--- src/rtl/aes_mask_pkg.sv ---
// Shared definitions for the masked AES input front-end.
package aes_mask_pkg;

  localparam int unsigned AES_BLK_W = 128;

  typedef enum logic [0:0] {
    FILL = 1'b0,
    FULL = 1'b1
  } ld_state_e;

  // Number of bus beats needed to assemble one AES block.
  function automatic int unsigned beats(input int unsigned bus_w);
    return AES_BLK_W / bus_w;
  endfunction

  // LSB position of share i inside a word of w-bit shares.
  function automatic int unsigned sh_lsb(input int unsigned i, input int unsigned w);
    return i * w;
  endfunction

  // MSB position of block slot k; slot 0 sits at the MSB end (AES byte 0 first).
  function automatic int unsigned slot_msb(input int unsigned k, input int unsigned w);
    return AES_BLK_W - 1 - k * w;
  endfunction

endpackage

--- src/rtl/aes_mask_refresh.sv ---
// Combinational remask of one shared word: shares 0..ORDER-1 take one random slice
// each, the last share takes the XOR of all slices so the unmasked value is unchanged.
module aes_mask_refresh
  import aes_mask_pkg::*;
#(
  parameter int unsigned ORDER = 1,
  parameter int unsigned W     = 8
) (
  input  logic [(ORDER+1)*W-1:0] sh_i,
  input  logic [ORDER*W-1:0]     rnd_i,
  output logic [(ORDER+1)*W-1:0] sh_o
);

  // Apply r_j to share j and the accumulated XOR of all r_j to the last share.
  always_comb begin
    logic [W-1:0] acc;
    acc  = '0;
    sh_o = sh_i;
    for (int unsigned j = 0; j < ORDER; j++) begin
      sh_o[sh_lsb(j, W) +: W] = sh_i[sh_lsb(j, W) +: W] ^ rnd_i[sh_lsb(j, W) +: W];
      acc = acc ^ rnd_i[sh_lsb(j, W) +: W];
    end
    sh_o[sh_lsb(ORDER, W) +: W] = sh_i[sh_lsb(ORDER, W) +: W] ^ acc;
  end

endmodule

--- src/rtl/aes_masked_block_loader.sv ---
// Collects BUS_W-bit shared beats of plaintext and key into full 128-bit shared
// blocks and offers them to the masked core over a valid/ready handshake.
module aes_masked_block_loader
  import aes_mask_pkg::*;
#(
  parameter int unsigned ORDER   = 1,
  parameter int unsigned BUS_W   = 8,
  parameter int unsigned REFRESH = 1
) (
  input  logic                              clk,
  input  logic                              rstn,
  input  logic                              pk_valid,
  input  logic [(ORDER+1)*BUS_W-1:0]        plain_sh,
  input  logic [(ORDER+1)*BUS_W-1:0]        key_sh,
  input  logic [2*ORDER*BUS_W-1:0]          rnd,
  input  logic                              abort,
  output logic                              in_ready,
  output logic                              blk_valid,
  input  logic                              blk_ready,
  output logic [(ORDER+1)*AES_BLK_W-1:0]    plain_blk,
  output logic [(ORDER+1)*AES_BLK_W-1:0]    key_blk,
  output logic [$clog2(beats(BUS_W)):0]     beat_cnt,
  output logic                              err,
  input  logic                              clr_err
);

  localparam int unsigned SHARES = ORDER + 1;
  localparam int unsigned BEATS  = beats(BUS_W);
  localparam int unsigned CNT_W  = $clog2(BEATS) + 1;
  localparam int unsigned SW     = SHARES * BUS_W;
  localparam int unsigned BW     = SHARES * AES_BLK_W;
  localparam int unsigned RW     = ORDER * BUS_W;

  ld_state_e        state_d, state_q;
  logic [CNT_W-1:0] cnt_d, cnt_q;
  logic [BW-1:0]    plain_d, plain_q;
  logic [BW-1:0]    key_d, key_q;
  logic             err_d, err_q;
  logic [SW-1:0]    plain_cap, key_cap;

  if (REFRESH != 0) begin : g_refresh
    aes_mask_refresh #(
      .ORDER(ORDER),
      .W    (BUS_W)
    ) u_refresh_plain (
      .sh_i (plain_sh),
      .rnd_i(rnd[RW-1:0]),
      .sh_o (plain_cap)
    );

    aes_mask_refresh #(
      .ORDER(ORDER),
      .W    (BUS_W)
    ) u_refresh_key (
      .sh_i (key_sh),
      .rnd_i(rnd[2*RW-1:RW]),
      .sh_o (key_cap)
    );
  end else begin : g_bypass
    logic unused_rnd;
    assign unused_rnd = ^rnd;
    assign plain_cap  = plain_sh;
    assign key_cap    = key_sh;
  end

  // FSM next state, beat counter and slot writes.
  always_comb begin
    state_d = state_q;
    cnt_d   = cnt_q;
    plain_d = plain_q;
    key_d   = key_q;
    unique case (state_q)
      FILL: begin
        if (abort) begin
          // Abort wins over a simultaneous beat; stale slot data is simply overwritten later.
          cnt_d = '0;
        end else if (pk_valid) begin
          for (int unsigned k = 0; k < BEATS; k++) begin
            if (cnt_q == CNT_W'(k)) begin
              for (int unsigned i = 0; i < SHARES; i++) begin
                plain_d[sh_lsb(i, AES_BLK_W) + slot_msb(k, BUS_W) -: BUS_W] =
                    plain_cap[sh_lsb(i, BUS_W) +: BUS_W];
                key_d[sh_lsb(i, AES_BLK_W) + slot_msb(k, BUS_W) -: BUS_W] =
                    key_cap[sh_lsb(i, BUS_W) +: BUS_W];
              end
            end
          end
          if (cnt_q == CNT_W'(BEATS - 1)) begin
            state_d = FULL;
            cnt_d   = CNT_W'(BEATS);
          end else begin
            cnt_d = cnt_q + CNT_W'(1);
          end
        end
      end
      FULL: begin
        // Abort is ignored here: an offered block cannot be withdrawn.
        if (blk_ready) begin
          state_d = FILL;
          cnt_d   = '0;
        end
      end
      default: state_d = FILL;
    endcase
  end

  // Sticky drop flag; a new violation beats a simultaneous clear.
  always_comb begin
    err_d = (pk_valid & ~in_ready) | (err_q & ~clr_err);
  end

  // State and datapath registers.
  always_ff @(posedge clk or negedge rstn) begin
    if (!rstn) begin
      state_q <= FILL;
      cnt_q   <= '0;
      plain_q <= '0;
      key_q   <= '0;
      err_q   <= 1'b0;
    end else begin
      state_q <= state_d;
      cnt_q   <= cnt_d;
      plain_q <= plain_d;
      key_q   <= key_d;
      err_q   <= err_d;
    end
  end

  assign in_ready  = (state_q == FILL);
  assign blk_valid = (state_q == FULL);
  assign plain_blk = plain_q;
  assign key_blk   = key_q;
  assign beat_cnt  = cnt_q;
  assign err       = err_q;

endmodule
--- config.mk ---
export PLATFORM = sky130hd
export DESIGN_NAME = aes_masked_block_loader
export DESIGN_NICKNAME = d
export VERILOG_FILES = /design/src/rtl/aes_mask_pkg.sv /design/src/rtl/aes_mask_refresh.sv /design/src/rtl/aes_masked_block_loader.sv
export SDC_FILE = /design/constraint.sdc
export NUM_CORES = 1
export LEC_CHECK = 0
export BUFFER_PORTS_ARGS = -buffer_cell sky130_fd_sc_hd__buf_2
export CAP_MARGIN = 10
export CORE_AREA = 2 2 223 225
export DETAILED_ROUTE_END_ITERATION = 10
export DIE_AREA = 0 0 225 227
export PLACE_DENSITY = 0.76
export SLEW_MARGIN = 20
export SYNTH_ARGS = -nofsm -noshare
export SYNTH_HDL_FRONTEND = slang
export SYNTH_SLANG_ARGS = --single-unit
--- constraint.sdc ---
create_clock -name clk -period 3.6 [get_ports clk]
set_input_delay 0.18 -clock clk [delete_from_list [all_inputs] [get_ports clk]]
set_output_delay 0.18 -clock clk [all_outputs]
set_load 0.05 [all_outputs]
Word level (Yosys, flattened, before mapping):

Cells that the tools add are included.

* $add $sub $neg: 1
* reduce and logical (&&, ||, !) cells: 18
* mux-type cells: 10
* bitwise logic cells: 10
* equality and inequality tests: 17

Operator list (number)
* AND reduction 4 bit: 16
* == test 5 x 4 -> 1 bit (second input constant): 8
* bitwise XOR 8 bit: 4
* == test 5 x 3 -> 1 bit (second input constant): 4
* two-way mux 5 bit: 4
* == test 5 x 2 -> 1 bit (second input constant): 2
* case mux 5 bit (2 select lines): 1
* adder 5 x 1 -> 5 bit (second input constant): 1
* == test 5 x 1 -> 1 bit (second input constant): 1
* zero test 5 bit: 1
* two-way mux 1 bit: 4
* != test 3 bit (second input constant): 1
* NOT 1 bit: 3
* AND 1 bit: 2
* != test 2 bit (second input constant): 1
* case mux 1 bit (2 select lines): 1
* AND reduction 2 bit: 1
* OR 1 bit: 1

* word-level logic and storage cells: 91
* input port bits: 54
* flip-flop bits (word level): 519
* output and inout bits: 520

Logic depth before layout (Yosys ltp):

* depth in word-level cells: 5
* depth in mapped cells: 7
* mapped depth without buffers: 6

Hierarchy:

Synthesis repeated with hierarchy kept, for this count alone.

* cells, all modules: 1207
* area, all modules: 19936.6 um2

By module, submodules not included
* aes_masked_block_loader: instances 1, cells each 1175, sequential area each 12987.5 um2, area an instance 19656.4 um2
* aes_mask_refresh: instances 2, cells each 16, sequential area each 0.0 um2, area an instance 140.1 um2

Worst setup path before layout:

Ideal clock, no wire load.

* path kind: reg-to-reg
* from: register cnt_q[1] (netlist: beat_cnt[1])
* to: register key_q[128] (netlist: key_blk[128])
* arrival: 2.217 ns
* required time: 3.475 ns
* library setup time: 0.125 ns
* path slack: 1.259 ns
* clock period less this slack: 2.341 ns
* stages on the path, launching flop included: 8
* cells stage by stage: dfrtp_1 ha_1 and3_1 ha_1 nor4bb_1 buf_2 buf_2 mux2_2

* word-level cells in the longest chain between the ends: 2

Ends and longest elaborated chain
* start: declaration: line aes_masked_block_loader.sv:35 `logic [CNT_W-1:0] cnt_d, cnt_q;`
* start signal: assignment: line aes_masked_block_loader.sv:122 `cnt_q <= cnt_d;`
* == test 5 x 4 -> 1 bit: line aes_masked_block_loader.sv:79 `if (cnt_q == CNT_W'(k)) begin`
* AND reduction 4 bit (no source line)
* end signal: assignment: line aes_masked_block_loader.sv:124 `key_q <= key_d;`
* end: declaration: line aes_masked_block_loader.sv:37 `logic [BW-1:0] key_d, key_q;`

Every way passes these cells.
A chain may end at the register's enable or synchronous reset.

Worst setup path after layout:

* from: register cnt_q[1] (netlist: beat_cnt[1])
* to: register key_q[51] (netlist: key_blk[51])

The elaborated chain is that of the path after synthesis.

==> flow_summary.json <==
{
  "grt_usage_pct": 22.75,
  "cp-start-kind": "flop",
  "gr-total-overflow": 0,
  "clk-insertion-delay-late_ns": 0.58,
  "worstSetupPathType": "reg2reg",
  "antenna_cells": 0,
  "cts-resized-gates": 0,
  "powerDensity_nw_per_um2": 740.7,
  "first_pass_iters": 4,
  "die-area_sq_um": 51080,
  "drc": 0,
  "post_drt_wl_per_cell_um": 24.18,
  "cts_root_buffer": "clkbuf_16",
  "place_inst": 2361,
  "avgViaCountPerCell": 5.156,
  "fin_ws_ns": 0.8825,
  "drt_first_iter_violations": 583,
  "yosys_warnings": 0,
  "syn-num-nets": 1267,
  "grt_pass1_wl_um": 86250,
  "wirelength_um": 59420,
  "setup_tns_ns": 0,
  "grt_max_degree": 99,
  "cts_buffers": 52,
  "hold_path_class": "in2reg",
  "h-tree-depth": 2,
  "fin_cells": 2457,
  "netlist_area_sq_um": 20000,
  "min_to": "plain_blk[161]",
  "rr_endpoint": "key_blk[51]",
  "die_y_um": 227,
  "min_period_ns": 2.718,
  "ir_worst_vdd_v": 0.0005472,
  "core_area_sq_um": 48550,
  "yosysUniqueCellTypes": 31,
  "antenna_found_initial": 2,
  "ys_ff_latch": 519,
  "drive_gt1_share_pct": 66.49,
  "clkTransAtPathRegs_ns": 0.06,
  "vias": 12670,
  "grt_pass1_vias": 13340,
  "tightestPinTransition_ns": 1.120,
  "avgSynthCellArea_sq_um": 16.57,
  "cts.path.max_buffers": 3,
  "outcome": "finished, final reports clean",
  "worstPathMaxFanout": 32,
  "std_cell_rows": 81,
  "cts.sinks": 519,
  "slew_headroom_pct": 25.24,
  "p_leak_uw": 0.01415,
  "fmax_ghz": 0.3680,
  "drt.antenna.violating_nets": 0,
  "ios": 574,
  "reg2reg_depth": 5,
  "ff2ff_setup_slack_ns": 0.88,
  "finalMaxSlewViolations": 0,
  "finalWeightedCongestion": 0.7804,
  "portBuffers": 573,
  "crit_required_ns": 4.06,
  "pre_cts_slack_ns": 0.9121,
  "ys_seq_area_share_pct": 64.94,
  "hold_violations": 0,
  "arrival_ns": 3.18,
  "hold_depth": 3,
  "place_hpwl_um": 40840,
  "period_share_pct": 75.49,
  "start_util_pct": 41.20,
  "die_w_um": 225,
  "setup_viol": 0,
  "max-cap-violations": 0,
  "nFillCells": 4028,
  "nets": 1857,
  "timing.rr.start": "beat_cnt[1]",
  "netlist_instances": 1207,
  "worstHoldStart": "plain_sh[9]",
  "cts_tree": "yes",
  "grt_setup_unrepaired": "no",
  "syn2layout_area_growth_pct": 27.26,
  "finClkSkew_ns": 0.01057,
  "crit_path_end_kind": "flop"
}
-- layout by cell type, fill, tap and decap left out, types with 2 or more instances in the layout --
cell type,n
nor3_1,2
xor2_4,2
dlygate4sd3_1,4
buf_2,572
o21ai_0,3
bufinv_16,3
dfrtp_1,519
inv_6,3
xor2_2,13
or3_1,2
and2_1,2
xor2_1,17
nand2b_1,2
clkbuf_16,53
nand3_1,3
clkbuf_8,9
nand2_2,9
inv_1,5
clkbuf_1,14
clkinv_2,6
nand3_2,3
nor2_1,2
mux2_1,22
buf_12,4
and4bb_2,2
nor4b_4,4
ha_1,6
clkinvlp_4,3
mux2_2,490
nor3b_1,4
buf_4,40
-- metal layers --
layer	global-route usage, %	up-vias	part of all wire [%]
li1	-	5397	-
met1	28.31	6738	41
met2	39.59	435	51
met3	5.034	96	5.7
met4	7.242	2	2.7
met5	0	-	0.012
-- critical path, cell delays in order, from the launching register on --
cell and delay [ns]:
dfrtp_1 0.43, inv_1 0.12, ha_1 0.18, nor3b_1 0.53, nand2_2 0.75, mux2_2 0.54
-- cells in the mapped netlist, drive strengths merged --
cell type / n / share of area (%)
a21o: 1 / 0.038
and2: 2 / 0.063
and3: 1 / 0.031
and4bb: 2 / 0.13
buf: 52 / 1.8
clkbuf: 33 / 0.62
dfrtp: 519 / 65
ha: 6 / 0.38
inv: 5 / 0.094
mux2: 512 / 29
mux2i: 1 / 0.050
nand2: 10 / 0.19
nand2b: 2 / 0.063
nand3: 6 / 0.20
nand4: 1 / 0.031
nand4b: 1 / 0.12
nor2: 2 / 0.038
nor3: 2 / 0.050
nor3b: 4 / 0.15
nor4b: 4 / 0.48
nor4bb: 1 / 0.050
o211ai: 1 / 0.038
o21ai: 3 / 0.075
o22a: 1 / 0.044
or3: 2 / 0.063
or4b: 1 / 0.050
xor2: 32 / 1.4
-- worst max-delay path by stage --
stage / from / to / slack, ns / cells past startpoint
after floorplan: beat_cnt[1] / key_blk[128] / 1.26 / 7
after global placement: beat_cnt[1] / key_blk[83] / 1.07 / 5
after detailed placement: beat_cnt[1] / key_blk[214] / 0.91 / 5
after CTS: beat_cnt[1] / key_blk[209] / 0.89 / 5
after global routing: beat_cnt[1] / plain_blk[81] / 0.68 / 5
final: beat_cnt[1] / key_blk[51] / 0.88 / 5
-- registers in the layout (all words and copies together), names as in the netlist --
signal / flops
beat_cnt: 5
blk_valid: 1
key_blk: 256
plain_blk: 256
err: 1
-- what timing repair did --
action,4_1_cts,5_1_grt
endpoints found under the hold margin,91,0
buffers inserted,0,0
hold buffers,4,0
-- kinds of logic (layout without fill, tap and decap cells) --
kind of cell	Yosys count	after routing	synth area share (%)
DFF	519	519	64.94
muxes	513	513	28.88
buffers and inverters	90	718	2.521
and+or+nand+nor	41	41	1.695
xor gates and xnor gates	32	32	1.401
adders and majority gates	6	6	0.3753
AOI/OAI and AO/OA	6	6	0.1939
-- through the flow --
stage          hold slack (ns)  util (%)  total power (uW)  area, sq um
5_1_grt                0.03489     52.43             19500        25450
6_report               0.05860     52.43             18850        25450
3_5_place_dp            0.2991     48.88             13620        23730
2_1_floorplan          -0.1156         -             11790        20000
4_1_cts                0.01150     52.43             19010        25450
3_3_place_gp            0.2948     48.83             13490        23710
-- cell type report --
cell class	count	area, sq um	area share, %
Timing Repair Buffer	621	3298	12.96
Inverter	5	18.77	0.07374
Tap cell	622	778.2	3.058
Clock buffer	76	1503	5.904
Clock inverter	16	180.2	0.7079
Multi-Input combinational cell	598	6686	26.27
Sequential cell	519	12990	51.03
-- report_power, final --
part | switching [uW] | leakage [uW] | internal, uW
clock | 2230 | 0.000820 | 3110
combinational | 4760 | 0.00635 | 1460
sequential | 502 | 0.00697 | 6800
Note: power is estimated with default switching activity, not from simulation.
